[config.mk]
export PLATFORM = sky130hd
export DESIGN_NAME = sar_search_4bit_flat
export DESIGN_NICKNAME = d
export VERILOG_FILES = /design/src/rtl/sar_search_4bit_pkg.sv /design/src/rtl/sar_search_4bit_if.sv /design/src/rtl/sar_settle_cnt.sv /design/src/rtl/sar_search_4bit.sv /design/src/flat_wrapper.sv
export SDC_FILE = /design/constraint.sdc
export NUM_CORES = 1
export LEC_CHECK = 0
export CORE_MARGIN = 2
export CORE_UTILIZATION = 54
export DETAILED_ROUTE_END_ITERATION = 7
export HOLD_SLACK_MARGIN = 0.05
export MAX_ROUTING_LAYER = met4
export PLACE_DENSITY = 0.73
export SETUP_SLACK_MARGIN = 0.4
export SLEW_MARGIN = 10
export SYNTH_ARGS = -nofsm -noshare
export SYNTH_HDL_FRONTEND = slang
export SYNTH_HIERARCHICAL = 1
export SYNTH_SLANG_ARGS = --single-unit
[constraint.sdc]
create_clock -name clk -period 4.44 [get_ports clk]
set_input_delay 0.666 -clock clk [delete_from_list [all_inputs] [get_ports clk]]
set_output_delay 0.666 -clock clk [all_outputs]
set_load 0.01 [all_outputs]
[src/rtl/sar_search_4bit_pkg.sv]
// ---------------------------------------------------------------------------
// sar_search_4bit_pkg
// Shared definitions for the successive-approximation search controller:
//   - sar_state_e  : controller state encoding (IDLE, WAIT, CMP, FIN)
//   - STEPS_W      : width of the step counter reported to the parent
//   - SETTLE_MAX   : largest supported settle delay (cycles)
//   - SETTLE_CNT_W : width of the settle down-counter
// ---------------------------------------------------------------------------
package sar_search_4bit_pkg;

   typedef enum logic [1:0] {
      ST_IDLE = 2'd0,
      ST_WAIT = 2'd1,
      ST_CMP  = 2'd2,
      ST_FIN  = 2'd3
   } sar_state_e;

   localparam int STEPS_W      = 3;
   localparam int SETTLE_MAX   = 3;
   localparam int SETTLE_CNT_W = 2;

endpackage

[src/rtl/sar_search_4bit_if.sv]
// ---------------------------------------------------------------------------
// sar_search_4bit_if
// Bundle between the search controller and its surroundings.
//   start                  : request a new search (from the parent)
//   eq / gt / sm           : comparator flags for guess vs. target
//   guess                  : trial value, drives comparator operand A
//   busy / done            : search in progress / one-cycle end pulse
//   result / steps / error : outcome of the last search
// Modports:
//   master : parent side (drives start and the comparator flags)
//   slave  : controller side
// ---------------------------------------------------------------------------
interface sar_search_4bit_if
   import sar_search_4bit_pkg::*;
#(
   parameter int WIDTH = 4
) ();

   logic               start;
   logic               eq;
   logic               gt;
   logic               sm;
   logic [WIDTH-1:0]   guess;
   logic               busy;
   logic               done;
   logic [WIDTH-1:0]   result;
   logic [STEPS_W-1:0] steps;
   logic               error;

   modport master (
      output start, eq, gt, sm,
      input  guess, busy, done, result, steps, error
   );

   modport slave (
      input  start, eq, gt, sm,
      output guess, busy, done, result, steps, error
   );

endinterface

[src/rtl/sar_settle_cnt.sv]
// ---------------------------------------------------------------------------
// sar_settle_cnt
// Small loadable down-counter used to hold off flag sampling while the
// comparator settles on a new guess.
//   clk, rst_n : clock, asynchronous active-low reset
//   load       : reload the counter with load_val (has priority)
//   load_val   : reload value
//   tick       : high while the count is zero
// The count stops at zero rather than wrapping.
// ---------------------------------------------------------------------------
module sar_settle_cnt
   import sar_search_4bit_pkg::*;
(
   input  logic                    clk,
   input  logic                    rst_n,
   input  logic                    load,
   input  logic [SETTLE_CNT_W-1:0] load_val,
   output logic                    tick
);

   logic [SETTLE_CNT_W-1:0] cnt_q;

   always_ff @(posedge clk or negedge rst_n) begin
      if (!rst_n) begin
         cnt_q <= '0;
      end else if (load) begin
         cnt_q <= load_val;
      end else if (cnt_q != '0) begin
         cnt_q <= cnt_q - 1'b1;
      end
   end

   assign tick = (cnt_q == '0);

endmodule

[src/rtl/sar_search_4bit.sv]
// ---------------------------------------------------------------------------
// sar_search_4bit
// Successive-approximation search controller. Drives a trial value onto a
// magnitude comparator's A operand, reads back Eq/Gt/Sm and bisects the
// range [lo, hi] until Eq is reported, recovering the comparator's B value.
// Inconsistent flags (none or several set, or a step outside the range)
// end the search with error set.
//
// Parameters:
//   WIDTH  : operand width (must match the comparator)
//   SETTLE : extra cycles between a new guess and flag sampling (0..3)
// Ports:
//   clk    : clock, rising edge
//   rst_n  : asynchronous active-low reset
//   bus    : slave side of sar_search_4bit_if (start, flags in; guess,
//            busy, done, result, steps, error out)
// ---------------------------------------------------------------------------
module sar_search_4bit
   import sar_search_4bit_pkg::*;
#(
   parameter int WIDTH  = 4,
   parameter int SETTLE = 0
) (
   input  logic              clk,
   input  logic              rst_n,
   sar_search_4bit_if.slave  bus
);

   // Out-of-range SETTLE values are clamped to what the counter can hold.
   localparam int SETTLE_EFF = (SETTLE > SETTLE_MAX) ? SETTLE_MAX :
                               (SETTLE < 0)          ? 0          : SETTLE;

   // The counter is preloaded with SETTLE-1 so WAIT lasts exactly SETTLE cycles.
   localparam logic [SETTLE_CNT_W-1:0] SETTLE_LOAD =
      (SETTLE_EFF > 0) ? SETTLE_CNT_W'(SETTLE_EFF - 1) : '0;

   localparam sar_state_e ST_GUESS_NEXT = (SETTLE_EFF > 0) ? ST_WAIT : ST_CMP;

   localparam logic [WIDTH-1:0] MAX_VAL = '1;

   function automatic logic [WIDTH-1:0] mid_point(input logic [WIDTH-1:0] a,
                                                  input logic [WIDTH-1:0] b);
      logic [WIDTH:0] sum;
      sum = {1'b0, a} + {1'b0, b};
      return sum[WIDTH:1];
   endfunction

   function automatic logic [STEPS_W-1:0] steps_sat_inc(input logic [STEPS_W-1:0] s);
      return (s == '1) ? s : s + 1'b1;
   endfunction

   sar_state_e         state_q;
   logic [WIDTH-1:0]   lo_q;
   logic [WIDTH-1:0]   hi_q;
   logic [WIDTH-1:0]   guess_q;
   logic [WIDTH-1:0]   result_q;
   logic [STEPS_W-1:0] steps_q;
   logic               busy_q;
   logic               done_q;
   logic               error_q;

   logic               settle_tick;

   // Candidate range updates for the two bisection directions. The zero
   // and max guards in the FSM keep the wrapped values from being used.
   logic [WIDTH-1:0]   lo_up;
   logic [WIDTH-1:0]   hi_dn;
   logic [WIDTH-1:0]   mid_after_gt;
   logic [WIDTH-1:0]   mid_after_sm;

   always_comb begin
      lo_up        = guess_q + 1'b1;
      hi_dn        = guess_q - 1'b1;
      mid_after_gt = mid_point(lo_q, hi_dn);
      mid_after_sm = mid_point(lo_up, hi_q);
   end

   sar_settle_cnt u_settle (
      .clk      (clk),
      .rst_n    (rst_n),
      .load     (state_q != ST_WAIT),
      .load_val (SETTLE_LOAD),
      .tick     (settle_tick)
   );

   always_ff @(posedge clk or negedge rst_n) begin
      if (!rst_n) begin
         state_q  <= ST_IDLE;
         lo_q     <= '0;
         hi_q     <= '0;
         guess_q  <= '0;
         result_q <= '0;
         steps_q  <= '0;
         busy_q   <= 1'b0;
         done_q   <= 1'b0;
         error_q  <= 1'b0;
      end else begin
         done_q <= 1'b0;
         case (state_q)
            ST_IDLE: begin
               if (bus.start) begin
                  lo_q    <= '0;
                  hi_q    <= MAX_VAL;
                  guess_q <= mid_point('0, MAX_VAL);
                  steps_q <= '0;
                  error_q <= 1'b0;
                  busy_q  <= 1'b1;
                  state_q <= ST_GUESS_NEXT;
               end
            end

            ST_WAIT: begin
               if (settle_tick) begin
                  state_q <= ST_CMP;
               end
            end

            ST_CMP: begin
               steps_q <= steps_sat_inc(steps_q);
               case ({bus.eq, bus.gt, bus.sm})
                  3'b100: begin
                     result_q <= guess_q;
                     state_q  <= ST_FIN;
                  end

                  3'b010: begin
                     if (guess_q == '0) begin
                        error_q  <= 1'b1;
                        result_q <= guess_q;
                        state_q  <= ST_FIN;
                     end else begin
                        hi_q <= hi_dn;
                        if (lo_q > hi_dn) begin
                           error_q  <= 1'b1;
                           result_q <= guess_q;
                           state_q  <= ST_FIN;
                        end else begin
                           guess_q <= mid_after_gt;
                           state_q <= ST_GUESS_NEXT;
                        end
                     end
                  end

                  3'b001: begin
                     if (guess_q == MAX_VAL) begin
                        error_q  <= 1'b1;
                        result_q <= guess_q;
                        state_q  <= ST_FIN;
                     end else begin
                        lo_q <= lo_up;
                        if (lo_up > hi_q) begin
                           error_q  <= 1'b1;
                           result_q <= guess_q;
                           state_q  <= ST_FIN;
                        end else begin
                           guess_q <= mid_after_sm;
                           state_q <= ST_GUESS_NEXT;
                        end
                     end
                  end

                  default: begin
                     error_q  <= 1'b1;
                     result_q <= guess_q;
                     state_q  <= ST_FIN;
                  end
               endcase
            end

            ST_FIN: begin
               done_q  <= 1'b1;
               busy_q  <= 1'b0;
               state_q <= ST_IDLE;
            end

            default: begin
               state_q <= ST_IDLE;
            end
         endcase
      end
   end

   assign bus.guess  = guess_q;
   assign bus.busy   = busy_q;
   assign bus.done   = done_q;
   assign bus.result = result_q;
   assign bus.steps  = steps_q;
   assign bus.error  = error_q;

endmodule
[src/flat_wrapper.sv]
// flat-port wrapper written by rule: the top's interface ports become plain ports
module sar_search_4bit_flat import sar_search_4bit_pkg::*;
#(
   parameter int WIDTH  = 4,
   parameter int SETTLE = 0
)
  (clk, rst_n, bus_start, bus_eq, bus_gt, bus_sm, bus_guess, bus_busy, bus_done, bus_result, bus_steps, bus_error);
  sar_search_4bit_if #(.WIDTH(WIDTH)) bus_i ();
  input  logic clk;
  input  logic rst_n;
  input wire logic [$bits(bus_i.start)-1:0] bus_start;
  input wire logic [$bits(bus_i.eq)-1:0] bus_eq;
  input wire logic [$bits(bus_i.gt)-1:0] bus_gt;
  input wire logic [$bits(bus_i.sm)-1:0] bus_sm;
  output wire logic [$bits(bus_i.guess)-1:0] bus_guess;
  output wire logic [$bits(bus_i.busy)-1:0] bus_busy;
  output wire logic [$bits(bus_i.done)-1:0] bus_done;
  output wire logic [$bits(bus_i.result)-1:0] bus_result;
  output wire logic [$bits(bus_i.steps)-1:0] bus_steps;
  output wire logic [$bits(bus_i.error)-1:0] bus_error;
  assign bus_i.start = bus_start;
  assign bus_i.eq = bus_eq;
  assign bus_i.gt = bus_gt;
  assign bus_i.sm = bus_sm;
  assign bus_guess = bus_i.guess;
  assign bus_busy = bus_i.busy;
  assign bus_done = bus_i.done;
  assign bus_result = bus_i.result;
  assign bus_steps = bus_i.steps;
  assign bus_error = bus_i.error;
  sar_search_4bit #(.WIDTH(WIDTH), .SETTLE(SETTLE)) u_core (.clk(clk), .rst_n(rst_n), .bus(bus_i));
endmodule
==> impl_metrics.json, run 1 <==
{
  "async_reset_ff_frac": 1.00,
  "synthesis.area_sq_um": 1900,
  "finalSetupViolations": 0,
  "clk_latency_ns": 0.33,
  "cts_root_buf": "clkbuf_4",
  "cp-start-kind": "register",
  "antenna_found_initial": 0,
  "hold_violations": 0,
  "synth_edf_count": 0,
  "routedWlPerCell_microns": 16.9,
  "cts-htree-levels": 1,
  "stdcell_count": 253,
  "power_leakage_uw": 0.00101,
  "placed_cells": 249,
  "drt_iter0_drc": 100,
  "die_width_microns": 63.3,
  "hpwl_microns": 3230,
  "period_needed_ns": 3.33,
  "setup_tns_ns": 0,
  "core-area_sq_um": 3360,
  "worstPathRequired_ns": 4.67,
  "start_util": 0.564,
  "die_h_microns": 63.3,
  "rsz0062_at_grt": "false",
  "path_max_fanout": 9,
  "seq_area_frac_synth": 0.343,
  "cellPowerDensity_nw_per_um2": 706,
  "avgSynthCellArea_sq_um": 10.1,
  "ir_worst_vdd_v": 0.000424,
  "syn2layout_area_growth_pct": 15.2,
  "tightest_slew_ns": 0.793,
  "utilization": 0.650,
  "syn_inst": 187,
  "place_congestion": 0.870,
  "yosysMostFrequentCell": "dfrtp_1",
  "num-nets-final": 237,
  "period_share": 0.751,
  "grt_pass1_vias": 1453,
  "cts.repair.resized": 0,
  "path_class": "register to register",
  "cts_made_buffers": 3,
  "synth_top_area_share": 0.343,
  "r2r_setup_slack_ns": 1.11,
  "vias": 1506,
  "cts_tree": "built",
  "cts_hold_buf": 0,
  "total_power_uw": 1540,
  "ios": 20,
  "timing.fmax_ghz": 0.300,
  "clk_path_buf_depth": 2,
  "synth.distinct_cells": 52,
  "synth_commonest_cells": "dfrtp_1 (26), ha_1 (21), inv_1 (17), nor2_1 (11), nand2_1 (9)",
  "cp-end-kind": "register",
  "maxCapViolCount": 0,
  "dieArea_sq_um": 4000,
  "port_buffers": 19,
  "grt_util_all_layers": 0.229,
  "first_pass_iters": 4,
  "fin_skew_ns": 0.0100,
  "post_dp_cell_area_sq_um": 2130,
  "ant_nets": 0,
  "post-cts-setup-buffers": 0,
  "yosys_warnings": 6,
  "drc": 0,
  "synth-seq-cells": 26,
  "cts.reportedPaths.clkPinSlew_ns": 0.16,
  "grt_max_degree": 27,
  "status": "complete, no violations",
  "clock-sinks": 26,
  "vias_per_cell": 5.95,
  "relSlewSlack": 0.464,
  "ys.flop_type": "dfrtp_1",
  "globalRoute.totalOverflow": 0,
  "fp-row-count": 21,
  "drv_slew": 0,
  "yosys.area.top_type": "dfrtp_1",
  "arrival_ns": 3.56,
  "hold_path.class": "register to register",
  "wl_microns": 4270,
  "drive_gt1_frac": 0.106,
  "grt_pass1_wl_microns": 6980,
  "yosys-top-cells-area": "dfrtp_1 (34%), ha_1 (14%), inv_1 (3.4%)",
  "antenna_cells": 0,
  "fin_area_sq_um": 2180
}
## registers in the layout, indices dropped and copies added, names as in the netlist, 2 cells and up
name and flops:
u_core/hi_q 4, u_core/bus.result 4, u_core/bus.guess 4, u_core/bus.steps 3
u_core/lo_q 4, u_core/state_q 2, u_core/u_settle/cnt_q 2
## power breakdown
group | total [uW] | leakage [uW] | internal [uW] | switching [uW]
Sequential | 459 | 0.000300 | 328 | 131
Clock | 168 | 0.0000279 | 91.4 | 76.3
Combinational | 916 | 0.000678 | 424 | 492
## path summary, 6_finish.rpt
check                                                       from                                to  depth (start not counted)
worst max register to register   u_core/bus.guess[0]$_DFFE_PN0P_  u_core/bus.result[2]$_DFFE_PN0P_                          9
worst min register to register  u_core/bus.result[3]$_DFFE_PN0P_  u_core/bus.result[3]$_DFFE_PN0P_                          1
worst min-delay path            u_core/bus.result[3]$_DFFE_PN0P_  u_core/bus.result[3]$_DFFE_PN0P_                          1
max in group asynchronous                                  rst_n  u_core/bus.result[2]$_DFFE_PN0P_                          2
worst max-delay path             u_core/bus.guess[0]$_DFFE_PN0P_  u_core/bus.result[2]$_DFFE_PN0P_                          9
min in group asynchronous                                  rst_n  u_core/bus.result[1]$_DFFE_PN0P_                          2
## kinds of logic after synthesis
logic type,after synthesis,synth area share
XOR/XNOR,8,0.0369
adder cells (fa/ha/maj),23,0.160
buffers and inverters,22,0.0462
AO/OA/AOI/OAI,46,0.189
AND/OR/NAND/NOR,49,0.152
flip-flops,26,0.343
multiplexers,12,0.0719
other,1,0.00198
## cells in the final DEF, fill, tap and decap left out, types with 3 or more instances in the layout
master           synthesis  routed
nand4_1                  3       3
xor2_1                   5       5
mux2i_1                  5       5
nand2_1                  9       9
nor2_1                  11      11
nand3_1                  4       4
dfrtp_1                 26      26
a211oi_1                 4       4
clkdlybuf4s50_1          0      19
a22o_1                   5       5
inv_1                   17      17
o21ai_0                  8       8
mux2_2                   4       4
nor2b_1                  4       4
xnor2_1                  3       3
a21oi_1                  6       6
ha_1                    21      21
clkbuf_4                 0       3
nand2b_1                 6       6
## per-stage QoR
step | hold slack (ns) | setup WS (ns)
after global placement | 0.473 | 1.25
final | 0.511 | 1.11
after global routing | 0.544 | 0.933
after floorplan | 0.370 | 1.52
after detailed placement | 0.478 | 1.11
after CTS | 0.512 | 1.09
## final cells by class
cell class | count | area [sq um]
well taps | 46 | 57.6
clock inverters | 1 | 30.0
inverters | 17 | 63.8
repair buffers | 20 | 198
flip-flops and latches | 26 | 651
clock buffers | 3 | 22.5
fillers | 284 | 1180
multi-input cells | 140 | 1160
## per-layer routing
layer | share of wire | track usage | vias up
met5 | 0 | - | -
li1 | - | - | 709
met4 | 0.011 | 0.0489 | 0
met2 | 0.47 | 0.375 | 60
met3 | 0.065 | 0.0339 | 11
met1 | 0.45 | 0.303 | 726
## worst max-delay path, stage by stage, from the launching register on
cell      delay [ns]
dfrtp_1         0.55
inv_1           0.20
ha_1            0.44
inv_1           0.14
ha_1            0.33
or2_1           0.26
a221oi_2        0.30
o21ai_1         0.12
a211oi_2        0.51
mux2_2          0.39
Note: power is estimated with default switching activity, not from simulation.
==> inputs of run 2 (changes only) <==
==> constraint.sdc (replaced) <==
create_clock -name clk -period 3.3 [get_ports clk]
set_input_delay 0.495 -clock clk [delete_from_list [all_inputs] [get_ports clk]]
set_output_delay 0.495 -clock clk [all_outputs]
set_load 0.01 [all_outputs]
==> run 2 against run 1 <==
Fmax rose by 16%. Hold slack got worse by 0.0053 ns. Largest cell class unchanged. Flip-flop and latch count did not move. Combinational power rose by 51%. Clock-buffer cell count did not move.
==> impl_metrics.json, run 2 (synthesized netlist as in run 1, its figures left out) <==
{
  "die_h_microns": 63.3,
  "finalSetupViolations": 0,
  "worstPathCellList": "inv_2 -> ha_1 -> xnor2_2 -> inv_1 -> ha_2 -> or4b_4 -> o2111a_1 -> o31ai_2 -> o211ai_4 -> mux2_4",
  "arrival_ns": 3.11,
  "path_class": "register to register",
  "cts.reportedPaths.clkPinSlew_ns": 0.15,
  "maxCapViolCount": 0,
  "worstReg2RegEnd": "u_core/bus.guess[3]$_DFFE_PN0P_",
  "cts_tree": "built",
  "cts-htree-levels": 1,
  "antenna_found_initial": 0,
  "clockPowerShare": 0.101,
  "globalRoute.totalOverflow": 0,
  "pwr-share-comb": 0.622,
  "cts_made_buffers": 3,
  "routedWlPerCell_microns": 17.2,
  "fillCellCount": 290,
  "num-nets-final": 245,
  "clk_path_buf_depth": 2,
  "fin_skew_ns": 0.00815,
  "r2r_setup_slack_ns": 0.43,
  "tightest_slew_ns": 0.727,
  "cts_root_buf": "clkbuf_4",
  "worstPathRequired_ns": 3.54,
  "cellPowerDensity_nw_per_um2": 961,
  "layout_common_cells": "dfrtp_1 (24), clkdlybuf4s50_1 (19), ha_1 (19)",
  "core-area_sq_um": 3360,
  "startpoint": "u_core/bus.guess[0]$_DFFE_PN0P_",
  "vias": 1521,
  "fin_area_sq_um": 2320,
  "antenna_cells": 0,
  "period_needed_ns": 2.87,
  "status": "complete, no violations",
  "vias_per_cell": 5.83,
  "power_leakage_uw": 0.00106,
  "place_ws_ns": 0.0695,
  "drt_iter0_drc": 99,
  "ant_nets": 0,
  "cp-start-kind": "register",
  "p_switching_uw": 1010,
  "total_power_uw": 2230,
  "seqPwrFrac": 0.277,
  "period_share": 0.870,
  "hold_path.class": "register to register",
  "fp-row-count": 21,
  "ir_worst_vdd_v": 0.000452,
  "p_sw_frac": 0.453,
  "whs_path_depth": 1,
  "reg2reg_from": "u_core/bus.guess[0]$_DFFE_PN0P_",
  "syn2layout_area_growth_pct": 22.2,
  "clock-sinks": 26,
  "rsz0062_at_grt": "false",
  "grt_pass1_vias": 1463,
  "grt_util_all_layers": 0.235,
  "drive_gt1_frac": 0.195,
  "wl_microns": 4500,
  "cp_top_family": "adder cells",
  "drc": 0,
  "clk_latency_ns": 0.34,
  "relSlewSlack": 0.509,
  "path_max_fanout": 6,
  "first_pass_iters": 5,
  "rr_worst_depth": 10,
  "drv_slew": 0,
  "p_int_uw": 1220,
  "cp.buffers_inverters": 2,
  "timing.fmax_ghz": 0.348,
  "dieArea_sq_um": 4000,
  "min-delay-start": "u_core/bus.result[3]$_DFFE_PN0P_",
  "place_congestion": 0.930,
  "setup_tns_ns": 0,
  "stdcell_count": 261,
  "die_width_microns": 63.3,
  "cp-end-kind": "register",
  "critPathMaxStageDelay_ns": 0.53,
  "ios": 20,
  "post_dp_cell_area_sq_um": 2140,
  "grt_pass1_wl_microns": 7130,
  "hold_violations": 0,
  "crit_slowest_cell": "or4b_4",
  "grt_max_degree": 18,
  "min_to": "u_core/bus.result[3]$_DFFE_PN0P_",
  "hpwl_microns": 3210,
  "start_util": 0.564,
  "port_buffers": 19,
  "placed_cells": 250,
  "setup_slack_ns": 0.428,
  "final_common_cell": "dfrtp_1"
}
## run 2: repair_timing
action	4_1_cts	5_1_grt
endpoints found under the setup margin	10	10
gates resized for setup	5	10
buffers inserted	3	4
hold buffers	0	0
pin swaps	1	4
## run 2: worst max-delay path by stage
stage,endpoint,slack [ns],cells after the start
after floorplan,u_core/bus.guess[3]$_DFFE_PN0P_,0.49,10
after CTS,u_core/bus.result[0]$_DFFE_PN0P_,0.39,7
after global placement,u_core/bus.result[1]$_DFFE_PN0P_,0.18,9
final,u_core/bus.guess[3]$_DFFE_PN0P_,0.43,10
after detailed placement,u_core/bus.result[0]$_DFFE_PN0P_,0.07,9
after global routing,u_core/bus.guess[3]$_DFFE_PN0P_,0.39,10
## run 2: power groups by stage
stage          Clock (uW)  Sequential, uW  Combinational (uW)
2_1_floorplan           0             564                 889
3_3_place_gp            0             615                1180
3_5_place_dp            0             623                1210
4_1_cts               227             610                1260
5_1_grt               242             639                1520
6_report              225             616                1380
## run 2: metal layers
layer | track usage | wire length (microns) | vias to the layer above
met5 | - | 0 | -
met4 | 0.0571 | 83 | 0
met3 | 0.0214 | 244 | 9
met2 | 0.372 | 2180 | 57
met1 | 0.331 | 1990 | 734
li1 | - | - | 721
## run 2: worst reg2reg max path, stage by stage, from the launching register on
cell and delay [ns]:
dfrtp_2 0.41, inv_2 0.08, ha_1 0.25, xnor2_2 0.25
inv_1 0.08, ha_2 0.31, or4b_4 0.53, o2111a_1 0.26
o31ai_2 0.10, o211ai_4 0.18, mux2_4 0.33
## run 2: stage by stage
| stage | util | hold slack (ns) |
|---|---|---|
| global placement | 0.637 | 0.472 |
| finish | 0.689 | 0.505 |
| floorplan | - | 0.199 |
| global route | 0.689 | 0.539 |
| detailed placement | 0.637 | 0.474 |
| CTS | 0.666 | 0.507 |
## run 2: cell type report
type                       instances  area [sq um]  share of cell area
clock buffer                       3          22.5             0.00972
tap                               46          57.6              0.0248
inverter                          17          63.8              0.0275
sequential                        26           653               0.282
multi-input combinational        140          1230               0.532
timing repair buffer              28           258               0.111
clock inverter                     1          30.0              0.0130
==> edit (config.mk and constraints of run 2) <==
The 4 states of `sar_state_e` get a one-hot encoding in 4 bits.
--- a/src/rtl/sar_search_4bit_pkg.sv
+++ b/src/rtl/sar_search_4bit_pkg.sv
@@ -8,11 +8,11 @@
 // ---------------------------------------------------------------------------
 package sar_search_4bit_pkg;
 
-   typedef enum logic [1:0] {
-      ST_IDLE = 2'd0,
-      ST_WAIT = 2'd1,
-      ST_CMP  = 2'd2,
-      ST_FIN  = 2'd3
+   typedef enum logic [3:0] {
+      ST_IDLE = 4'b0001,
+      ST_WAIT = 4'b0010,
+      ST_CMP  = 4'b0100,
+      ST_FIN  = 4'b1000
    } sar_state_e;
 
    localparam int STEPS_W      = 3;
Behaviour: no difference found for any inputs over 10 cycles, from zero or initial values and one cycle with rst_n low; not proved beyond that.
==> edit against run 2 <==
- critical path type unchanged
- design area decreased by 11%
- core utilization decreased by 1.4 points
- sequential cell count decreased by 1
- wire length decreased by 15%
- sequential share of layout area increased by 2.3 points
- critical path depth decreased by 1
- fmax increased by 3.5%
- power decreased by 40%
- setup slack improved by 0.098 ns
- area after synthesis decreased by 8.0%
==> edit: results <==
set metrics [dict create \
    status "finished, final reports clean" \
    intPower_w 0.000778 \
    grt_pass1_vias 1260 \
    cts_resized 1 \
    grt_pass1_wl_mm 6.06 \
    cp_data_arrival_time_ns 2.99 \
    nets 223 \
    post_cts_buffers 0 \
    initialDrtViolationCount 68 \
    power_w 0.00134 \
    synth_top_family_by_area "simple AND/OR/NAND/NOR gates" \
    dpl.hpwl_mm 2.96 \
    avgSynthCellArea_um2 10.4 \
    r2r_cells 9 \
    grt_util_met3_pct 2.77 \
    holdCritPathClass "input pin to async pin" \
    reg2reg_setup_slack_ns 0.53 \
    peakVddDrop_uv 423 \
    grt_use_met1_pct 32.3 \
    routedWlPerCell_um 16.1 \
    grt_max_degree 26 \
    hold-worst-slack_ns 0.506 \
    vias_per_cell 5.50 \
    pwr-share-comb_pct 55.4 \
    dp.cells 232 \
    synthAdderAreaFrac_pct 16.6 \
    synth_cell_types 47 \
    synth-seq-area-share_pct 35.9 \
    p_leak_nw 0.933 \
    synth_mux_area_share_pct 6.02 \
]
[edit: changes by cell type in the layout (fill, tap and decap cells not counted), sizes merged, moves of 4 or more]
cell,change
a22o,-5
a22oi,+4
a31oi,+4
buf,-4
nand2,+6
nor2b,-4
xnor2,+4
xor2,-4
[edit: per-stage QoR]
step / util [%] / worst slack (ns) / instance area, um^2
floorplan: - / 0.461 / 1750
global route: 67.5 / 0.406 / 2060
detailed placement: 65.5 / 0.294 / 2000
global placement: 65.5 / 0.444 / 2000
finish: 67.5 / 0.526 / 2060
CTS: 66.5 / 0.443 / 2030
[edit: worst max path at each step]
stage / endpoint / slack [ns] / cells past startpoint
2_1_floorplan: u_core/bus.guess[2] / 0.46 / 10
3_3_place_gp: u_core/bus.result[3] / 0.44 / 9
3_5_place_dp: u_core/bus.result[1] / 0.29 / 9
4_1_cts: u_core/bus.result[1] / 0.44 / 9
5_1_grt: u_core/bus.guess[2] / 0.41 / 8
6_report: u_core/bus.result[3] / 0.53 / 9
[edit: worst reg2reg max path: stages (launching register included)]
cell	delay, ns
dfrtp_2	0.47
inv_1	0.18
ha_1	0.29
buf_4	0.18
ha_1	0.32
inv_1	0.04
o21ai_0	0.29
a31oi_4	0.17
nor3_4	0.35
mux2_2	0.38
[edit: cells by family (layout without fill, tap and decap cells)]
family / count (synthesis) / in the layout
xor gates and xnor gates: 8 / 8
muxes: 9 / 9
DFF: 25 / 25
buffers and inverters: 17 / 43
AOI/OAI and AO/OA: 38 / 38
adders and majority gates: 22 / 22
and+or+nand+nor: 49 / 49
[edit: layout make-up]
cell class                      count  area (um^2)
Clock buffer                        3         22.5
Clock inverter                      1         5.00
Fill cell                         248          993
Inverter                           14         52.6
Multi-Input combinational cell    126         1060
Sequential cell                    25          628
Tap cell                           44         55.1
Timing Repair Buffer               25          233
